[src/rtl/bmp_writer_if.sv]
// Purpose : groups the framebuffer read port and the outgoing byte stream of bmp_writer.
// Latency : none, wiring only. fb_rdata is expected one cycle after fb_rd.
// Backpressure: out_ready from the sink stalls out_data/out_last/out_valid, which hold while stalled.
//
// Signals:
//   fb_addr/fb_rd  -> framebuffer   pixel index y*IMG_W + x and read strobe
//   fb_rdata       <- framebuffer   RGB565 pixel, valid the cycle after fb_rd
//   out_data/out_valid/out_last -> sink   byte stream, last flags final byte of file
//   out_ready      <- sink          byte accepted when out_valid && out_ready
interface bmp_writer_if;
  logic [20:0] fb_addr;
  logic        fb_rd;
  logic [15:0] fb_rdata;
  logic [7:0]  out_data;
  logic        out_valid;
  logic        out_ready;
  logic        out_last;

  // Writer side.
  modport master (
    output fb_addr, fb_rd, out_data, out_valid, out_last,
    input  fb_rdata, out_ready
  );

  // Framebuffer + sink side.
  modport slave (
    input  fb_addr, fb_rd, out_data, out_valid, out_last,
    output fb_rdata, out_ready
  );
endinterface

[src/rtl/bmp_writer.sv]
// Purpose : streams the framebuffer as a 24-bit BMP file (54-byte header, bottom-up BGR888 rows, 4-byte padding).
// Latency : first header byte valid the cycle after start; each pixel adds FETCH+WAIT bubbles before its 3 bytes.
// Backpressure: a byte is held (data/last stable) until out_ready; the FSM only advances on a handshake.
//
// Ports:
//   clk, rst_n   clock, synchronous active-low reset
//   start        begins a file from idle or done; ignored while busy
//   busy, done   file in progress / file complete (cleared by the next start)
//   bus          bmp_writer_if.master: framebuffer read port + byte stream
module bmp_writer #(
  parameter int IMG_W = 1280,
  parameter int IMG_H = 720
) (
  input  logic          clk,
  input  logic          rst_n,
  input  logic          start,
  output logic          busy,
  output logic          done,
  bmp_writer_if.master  bus
);

  // Geometry of the file.
  localparam int ROW_B   = IMG_W * 3;
  localparam int PAD_B   = (4 - (ROW_B % 4)) % 4;
  localparam int PROW_B  = ROW_B + PAD_B;
  localparam int IMG_SZ  = PROW_B * IMG_H;
  localparam int FILE_SZ = 54 + IMG_SZ;

  localparam logic [31:0] FILE_SZ_W = 32'(FILE_SZ);
  localparam logic [31:0] IMG_SZ_W  = 32'(IMG_SZ);
  localparam logic [31:0] IMG_W_W   = 32'(IMG_W);
  localparam logic [31:0] IMG_H_W   = 32'(IMG_H);

  localparam logic [20:0] ROW_STEP      = 21'(IMG_W);
  localparam logic [20:0] LAST_ROW_BASE = 21'((IMG_H - 1) * IMG_W);
  localparam logic [11:0] X_LAST        = 12'(IMG_W - 1);
  localparam logic [11:0] K_LAST        = 12'(IMG_H - 1);
  localparam bit          HAS_PAD       = (PAD_B != 0);
  // (PAD_B+3)%4 is PAD_B-1 when padding exists; unused otherwise.
  localparam logic [1:0]  PAD_LAST      = 2'((PAD_B + 3) % 4);
  localparam logic [5:0]  HDR_LAST      = 6'd53;

  typedef enum logic [2:0] {
    S_IDLE,
    S_HEADER,
    S_FETCH,
    S_WAIT,
    S_PIXEL,
    S_PAD,
    S_DONE
  } state_t;

  state_t      state_q, state_d;
  logic [5:0]  hdr_idx_q, hdr_idx_d;
  logic [11:0] x_q, x_d;
  logic [11:0] k_q, k_d;
  logic [20:0] row_base_q, row_base_d;   // y*IMG_W of the row being streamed
  logic [1:0]  byte_q, byte_d;           // 0=B, 1=G, 2=R
  logic [1:0]  pad_q, pad_d;
  logic [15:0] pix_q, pix_d;

  // Header generation. Every 4-byte field starts at an index that is 2 mod 4,
  // so (idx+2)>>2 selects the field and (idx+2)%4 the little-endian byte.
  // The "BM" magic is treated as the top half of field 0, and planes/bpp
  // (two 2-byte fields) share field 7.
  logic [3:0]  hdr_field;
  logic [1:0]  hdr_sel;
  logic [31:0] hdr_word;
  logic [7:0]  hdr_byte;
  logic [5:0]  hdr_idx_p2;

  always_comb begin
    hdr_idx_p2 = hdr_idx_q + 6'd2;
    hdr_field  = hdr_idx_p2[5:2];
    hdr_sel    = hdr_idx_p2[1:0];
    case (hdr_field)
      4'd0:    hdr_word = 32'h4D42_0000;
      4'd1:    hdr_word = FILE_SZ_W;
      4'd3:    hdr_word = 32'd54;
      4'd4:    hdr_word = 32'd40;
      4'd5:    hdr_word = IMG_W_W;
      4'd6:    hdr_word = IMG_H_W;
      4'd7:    hdr_word = 32'h0018_0001;
      4'd9:    hdr_word = IMG_SZ_W;
      4'd10:   hdr_word = 32'd2835;
      4'd11:   hdr_word = 32'd2835;
      default: hdr_word = 32'd0;
    endcase
    hdr_byte = hdr_word[{hdr_sel, 3'b000} +: 8];
  end

  // RGB565 -> BGR888 by MSB replication, in emission order.
  logic [7:0] pix_byte;

  always_comb begin
    case (byte_q)
      2'd0:    pix_byte = {pix_q[4:0],   pix_q[4:2]};
      2'd1:    pix_byte = {pix_q[10:5],  pix_q[10:9]};
      default: pix_byte = {pix_q[15:11], pix_q[15:13]};
    endcase
  end

  assign bus.fb_addr = row_base_q + {9'd0, x_q};

  logic row_end;
  logic last_row;

  always_comb begin
    state_d    = state_q;
    hdr_idx_d  = hdr_idx_q;
    x_d        = x_q;
    k_d        = k_q;
    row_base_d = row_base_q;
    byte_d     = byte_q;
    pad_d      = pad_q;
    pix_d      = pix_q;
    row_end    = 1'b0;
    last_row   = (k_q == K_LAST);

    bus.fb_rd     = 1'b0;
    bus.out_valid = 1'b0;
    bus.out_data  = 8'h00;
    bus.out_last  = 1'b0;
    busy          = 1'b1;
    done          = 1'b0;

    case (state_q)
      S_IDLE: begin
        busy = 1'b0;
        if (start) begin
          state_d   = S_HEADER;
          hdr_idx_d = 6'd0;
        end
      end

      S_HEADER: begin
        bus.out_valid = 1'b1;
        bus.out_data  = hdr_byte;
        if (bus.out_ready) begin
          if (hdr_idx_q == HDR_LAST) begin
            state_d    = S_FETCH;
            x_d        = 12'd0;
            k_d        = 12'd0;
            row_base_d = LAST_ROW_BASE;
          end else begin
            hdr_idx_d = hdr_idx_q + 6'd1;
          end
        end
      end

      S_FETCH: begin
        bus.fb_rd = 1'b1;
        state_d   = S_WAIT;
      end

      S_WAIT: begin
        pix_d   = bus.fb_rdata;
        byte_d  = 2'd0;
        state_d = S_PIXEL;
      end

      S_PIXEL: begin
        bus.out_valid = 1'b1;
        bus.out_data  = pix_byte;
        // Without padding the R byte of the last pixel closes the file.
        bus.out_last  = !HAS_PAD && (byte_q == 2'd2) && (x_q == X_LAST) && last_row;
        if (bus.out_ready) begin
          if (byte_q == 2'd2) begin
            if (x_q != X_LAST) begin
              x_d     = x_q + 12'd1;
              state_d = S_FETCH;
            end else if (HAS_PAD) begin
              pad_d   = 2'd0;
              state_d = S_PAD;
            end else begin
              row_end = 1'b1;
            end
          end else begin
            byte_d = byte_q + 2'd1;
          end
        end
      end

      S_PAD: begin
        bus.out_valid = 1'b1;
        bus.out_data  = 8'h00;
        bus.out_last  = (pad_q == PAD_LAST) && last_row;
        if (bus.out_ready) begin
          if (pad_q == PAD_LAST) begin
            row_end = 1'b1;
          end else begin
            pad_d = pad_q + 2'd1;
          end
        end
      end

      S_DONE: begin
        busy = 1'b0;
        done = 1'b1;
        if (start) begin
          state_d   = S_HEADER;
          hdr_idx_d = 6'd0;
        end
      end

      default: begin
        state_d = S_IDLE;
      end
    endcase

    // Rows are streamed bottom-up, so the row base walks down by IMG_W.
    if (row_end) begin
      if (!last_row) begin
        k_d        = k_q + 12'd1;
        x_d        = 12'd0;
        row_base_d = row_base_q - ROW_STEP;
        state_d    = S_FETCH;
      end else begin
        state_d = S_DONE;
      end
    end
  end

  always_ff @(posedge clk) begin
    if (!rst_n) begin
      state_q    <= S_IDLE;
      hdr_idx_q  <= 6'd0;
      x_q        <= 12'd0;
      k_q        <= 12'd0;
      row_base_q <= 21'd0;
      byte_q     <= 2'd0;
      pad_q      <= 2'd0;
      pix_q      <= 16'd0;
    end else begin
      state_q    <= state_d;
      hdr_idx_q  <= hdr_idx_d;
      x_q        <= x_d;
      k_q        <= k_d;
      row_base_q <= row_base_d;
      byte_q     <= byte_d;
      pad_q      <= pad_d;
      pix_q      <= pix_d;
    end
  end

endmodule

[src/flat_wrapper.sv]
// flat-port wrapper written by rule: the top's interface ports become plain ports
module bmp_writer_flat 
#(
  parameter int IMG_W = 1280,
  parameter int IMG_H = 720
)
  (clk, rst_n, start, busy, done, bus_fb_addr, bus_fb_rd, bus_out_data, bus_out_valid, bus_out_last, bus_fb_rdata, bus_out_ready);
  bmp_writer_if bus_i ();
  input  logic clk;
  input  logic rst_n;
  input  logic start;
  output logic busy;
  output logic done;
  output wire logic [$bits(bus_i.fb_addr)-1:0] bus_fb_addr;
  output wire logic [$bits(bus_i.fb_rd)-1:0] bus_fb_rd;
  output wire logic [$bits(bus_i.out_data)-1:0] bus_out_data;
  output wire logic [$bits(bus_i.out_valid)-1:0] bus_out_valid;
  output wire logic [$bits(bus_i.out_last)-1:0] bus_out_last;
  input wire logic [$bits(bus_i.fb_rdata)-1:0] bus_fb_rdata;
  input wire logic [$bits(bus_i.out_ready)-1:0] bus_out_ready;
  assign bus_fb_addr = bus_i.fb_addr;
  assign bus_fb_rd = bus_i.fb_rd;
  assign bus_out_data = bus_i.out_data;
  assign bus_out_valid = bus_i.out_valid;
  assign bus_out_last = bus_i.out_last;
  assign bus_i.fb_rdata = bus_fb_rdata;
  assign bus_i.out_ready = bus_out_ready;
  bmp_writer #(.IMG_W(IMG_W), .IMG_H(IMG_H)) u_core (.clk(clk), .rst_n(rst_n), .start(start), .busy(busy), .done(done), .bus(bus_i));
endmodule
[config.mk]
export PLATFORM = sky130hd
export DESIGN_NAME = bmp_writer_flat
export DESIGN_NICKNAME = d
export VERILOG_FILES = /design/src/rtl/bmp_writer_if.sv /design/src/rtl/bmp_writer.sv /design/src/flat_wrapper.sv
export SDC_FILE = /design/constraint.sdc
export NUM_CORES = 1
export LEC_CHECK = 0
export CAP_MARGIN = 10
export CORE_MARGIN = 2
export CORE_UTILIZATION = 58
export CTS_CLUSTER_DIAMETER = 80
export DETAILED_ROUTE_END_ITERATION = 8
export PLACE_DENSITY = 0.87
export SLEW_MARGIN = 20
export SYNTH_ARGS = -nofsm -noshare
export SYNTH_HDL_FRONTEND = slang
export SYNTH_SLANG_ARGS = --single-unit
[constraint.sdc]
create_clock -name clk -period 4 [get_ports clk]
set_clock_uncertainty 0.05 [all_clocks]
set_input_delay 1 -clock clk [delete_from_list [all_inputs] [get_ports clk]]
set_output_delay 1 -clock clk [all_outputs]
set_load 0.005 [all_outputs]
==> flow_metrics.py <==
metrics = {
    "run_status": {
        "status": "finished clean",
    },
    "yosys": {
        "ys_types": 78,
        "syn_inst": 605,
        "synth_nets": 648,
        "ys_seq_area_share_pct": 30.6,
        "ys.flop_type": "dfxtp_1",
        "synth_edf_count": 0,
        "synth_area_mm2": 0.00484,
        "avgSynthCellArea_um2": 8.01,
        "yosys_warnings": 0,
        "ys_async_sr_fraction_pct": 0,
        "synth-seq-cells": 74,
    },
    "grt": {
        "grt_usage_pct": 27.2,
        "grt-ovfl-total": 0,
        "grt_max_degree": 22,
        "antenna_found_initial": 0,
        "grt_pass1_wl_mm": 19.9,
        "grt_pass1_vias": 4344,
    },
    "layout": {
        "final_nets": 690,
        "fill_cells": 640,
        "area_growth_syn_to_layout_pct": 18.0,
        "layout-drive-gt1-share_pct": 10.4,
        "post-route-util_pct": 69.9,
        "diodes": 0,
    },
    "floorplan": {
        "floorplan.initialDensity_pct": 59.3,
        "die_area_mm2": 0.00910,
        "rows": 33,
        "die_y_um": 95.4,
        "io_pins": 54,
        "die_w_um": 95.4,
        "coreArea_mm2": 0.00818,
    },
    "timing": {
        "finalMaxSlewViolations": 0,
        "period_share_pct": 97.0,
        "worst_pin_slew_ps": 644,
        "hold_viol": 0,
        "min_period_ps": 3880,
        "fin_ws_ps": 120,
        "setup_viol": 0,
        "tns_ps": 0,
        "max_freq_mhz": 258,
        "slew_headroom_pct": 57.0,
    },
    "detailed_routing": {
        "drtIter0Drc": 286,
        "ant_nets": 0,
        "first_pass_iters": 5,
        "wl_mm": 12.0,
        "avgViaCountPerCell": 6.14,
        "drc": 0,
        "post_drt_wl_per_cell_um": 15.9,
        "vias": 4651,
    },
    "setup_path": {
        "crit_arrival_ps": 2830,
        "slowest_stage": "clkdlybuf4s50_1",
        "path_delay_family": "compound AO/OA/AOI/OAI gates",
        "max_stage_delay_ps": 510,
        "worstPathCellList": "ha_2 -> fa_2 -> a21o_1 -> a31o_2 -> nand4_1 -> a21boi_2 -> o2111ai_2 -> xnor2_1 -> clkdlybuf4s50_1",
        "critPathKind": "reg2out",
        "worstSetupStartpointType": "register",
        "required_ps": 2950,
        "crit_path_end_kind": "primary output",
        "crit_fanout": 5,
        "crit_buf_inv": 1,
    },
    "placement": {
        "place_ws_ps": 330,
        "io_buffers": 53,
        "gp_congestion": 0.925,
        "dp_hpwl_mm": 8.55,
    },
    "power": {
        "peakVddDrop_v": 0.000228,
        "p_per_area_mw_per_mm2": 342,
        "p_leak_nw": 2.17,
        "finalPower_mw": 1.96,
    },
    "clock_network": {
        "cts_post_setup_buffers_inserted": 0,
        "clk_pin_slew_ps": 80,
        "clock_latency_ps": 360,
        "htreeDepth": 3,
        "cts_buffers": 9,
        "hold_buffers": 0,
        "root_buffer": "clkbuf_8",
        "cts_sinks": 74,
        "cts_buffer_depth": 2,
        "tritoncts": "done",
    },
    "run": {
        "maxCapViolCount": 0,
    },
    "min_path": {
        "hold_path.class": "reg2reg",
    },
}
-- registers in the layout, summed over array words and instances, names as in the netlist --
| signal | count |
|---|---|
| u_core.state_q | 3 |
| u_core.x_q | 12 |
| u_core.hdr_idx_q | 6 |
| u_core.row_base_q | 21 |
| u_core.byte_q | 2 |
| u_core.k_q | 12 |
| u_core.pix_q | 16 |
| u_core.pad_q | 2 |
-- path summary, 6_finish.rpt --
path | slack (ps) | endpoint | cells after the start | from
setup reg to reg | 1510 | u_core.hdr_idx_q[4]$_SDFFE_PN0P_ | 9 | u_core.hdr_idx_q[1]$_SDFFE_PN0P_
hold / removal | 410 | u_core.pix_q[10]$_SDFFE_PN0P_ | 2 | u_core.pix_q[10]$_SDFFE_PN0P_
setup / recovery | 120 | bus_fb_addr[16] | 9 | u_core.x_q[0]$_SDFF_PN0_
hold reg to reg | 410 | u_core.pix_q[10]$_SDFFE_PN0P_ | 2 | u_core.pix_q[10]$_SDFFE_PN0P_
-- cells in the final DEF (no fill, tap or decap), types with 8 or more instances in the layout --
cell	n
a21oi_1	59
a31oi_1	8
and3_1	27
buf_4	13
clkbuf_8	9
clkdlybuf4s50_1	52
dfxtp_1	71
ha_1	17
inv_1	12
nand2_1	74
nand3_1	33
nand4_1	13
nor2_1	52
nor3_1	15
o21ai_0	16
xnor2_1	24
xor2_1	16
-- routing by layer --
metal / global-route usage, % / vias to the layer above / share of wire, % / routed length [µm]
met2: 47.3 / 145 / 49 / 5840
met1: 34.2 / 2217 / 45 / 5430
met4: 7.38 / 0 / 1.1 / 129
li1: - / 2277 / - / -
met3: 5.61 / 12 / 5.0 / 599
met5: 0 / - / 0 / 0
-- synthesized netlist by cell type (2+ instances only) --
| cell | n | area [µm²] |
|---|---|---|
| dfxtp_1 | 74 | 1480 |
| nand2_1 | 74 | 278 |
| a21oi_1 | 60 | 300 |
| nor2_1 | 52 | 195 |
| nand3_1 | 33 | 165 |
| and3_1 | 27 | 169 |
| xnor2_1 | 25 | 219 |
| ha_1 | 22 | 275 |
| clkbuf_1 | 18 | 67.6 |
| o21ai_0 | 18 | 90.1 |
| nor3_1 | 16 | 80.1 |
| xor2_1 | 16 | 140 |
| nand4_1 | 13 | 81.3 |
| inv_1 | 12 | 45.0 |
| a31oi_1 | 9 | 56.3 |
| nand2b_1 | 7 | 43.8 |
| a211oi_1 | 6 | 45.0 |
| a21o_1 | 6 | 45.0 |
| mux2i_1 | 6 | 60.1 |
| o211ai_1 | 6 | 45.0 |
| and2_1 | 5 | 31.3 |
| buf_2 | 5 | 25.0 |
| nor4_1 | 5 | 31.3 |
| o21a_1 | 5 | 37.5 |
| or3_1 | 5 | 31.3 |
| a22o_1 | 4 | 35.0 |
| nor2b_1 | 4 | 25.0 |
| a311oi_1 | 3 | 26.3 |
| nand4b_1 | 3 | 26.3 |
| o2111ai_1 | 3 | 26.3 |
| o221a_2 | 3 | 33.8 |
| a22oi_1 | 2 | 15.0 |
| a31o_2 | 2 | 17.5 |
| and2_2 | 2 | 15.0 |
| and4_1 | 2 | 17.5 |
| buf_1 | 2 | 7.51 |
| buf_6 | 2 | 22.5 |
| clkbuf_8 | 2 | 27.5 |
| nor4b_2 | 2 | 30.0 |
| o22ai_1 | 2 | 12.5 |
| o2bb2ai_1 | 2 | 17.5 |
| o31a_1 | 2 | 17.5 |
| o32ai_1 | 2 | 17.5 |
| or2_2 | 2 | 12.5 |
-- through the flow --
step / hold WS (ps) / cell area [µm²] / std cells
after detailed placement: 395 / 5360 / 741
final: 406 / 5720 / 757
after global routing: 431 / 5720 / 757
after CTS: 407 / 5650 / 757
after global placement: 388 / 5360 / 741
after floorplan: 382 / 4840 / 605
-- report_power, final --
part | leakage (nW) | switching [mW] | internal, mW
clock network | 0.131 | 0.295 | 0.481
registers | 0.598 | 0.0259 | 0.761
logic | 1.44 | 0.217 | 0.176
total | 2.17 | 0.537 | 1.42
-- what timing repair did --
action,in CTS,in global routing
pin swaps,1,5
resized for setup,4,18
endpoints found under the setup margin,4,15
-- worst min-delay path, cell delays in order (launching register included) --
cell and delay [ps]:
dfxtp_1 310, nand2_1 50, a21oi_1 50
-- cell families (layout without fill, tap and decap cells) --
group           after synthesis  after routing  share of synthesized area [%]
xor+xnor                     41             41                           7.41
simple gates                266            266                           28.7
fa+ha+maj                    23             23                           6.09
compound gates              147            147                           19.8
flops                        74             74                           30.6
mux                           7              7                           1.47
buf+inv                      47             94                           5.91
-- layout make-up --
class | instances | area (µm²) | share of cell area, %
clock buffers | 10 | 128 | 2.23
clock inverters | 6 | 138 | 2.41
inverters | 12 | 45.0 | 0.788
multi-input cells | 484 | 3160 | 55.3
flip-flops and latches | 74 | 1490 | 26.0
well taps | 105 | 131 | 2.30
repair buffers | 66 | 631 | 11.0
(Power assumes the default switching activity.)
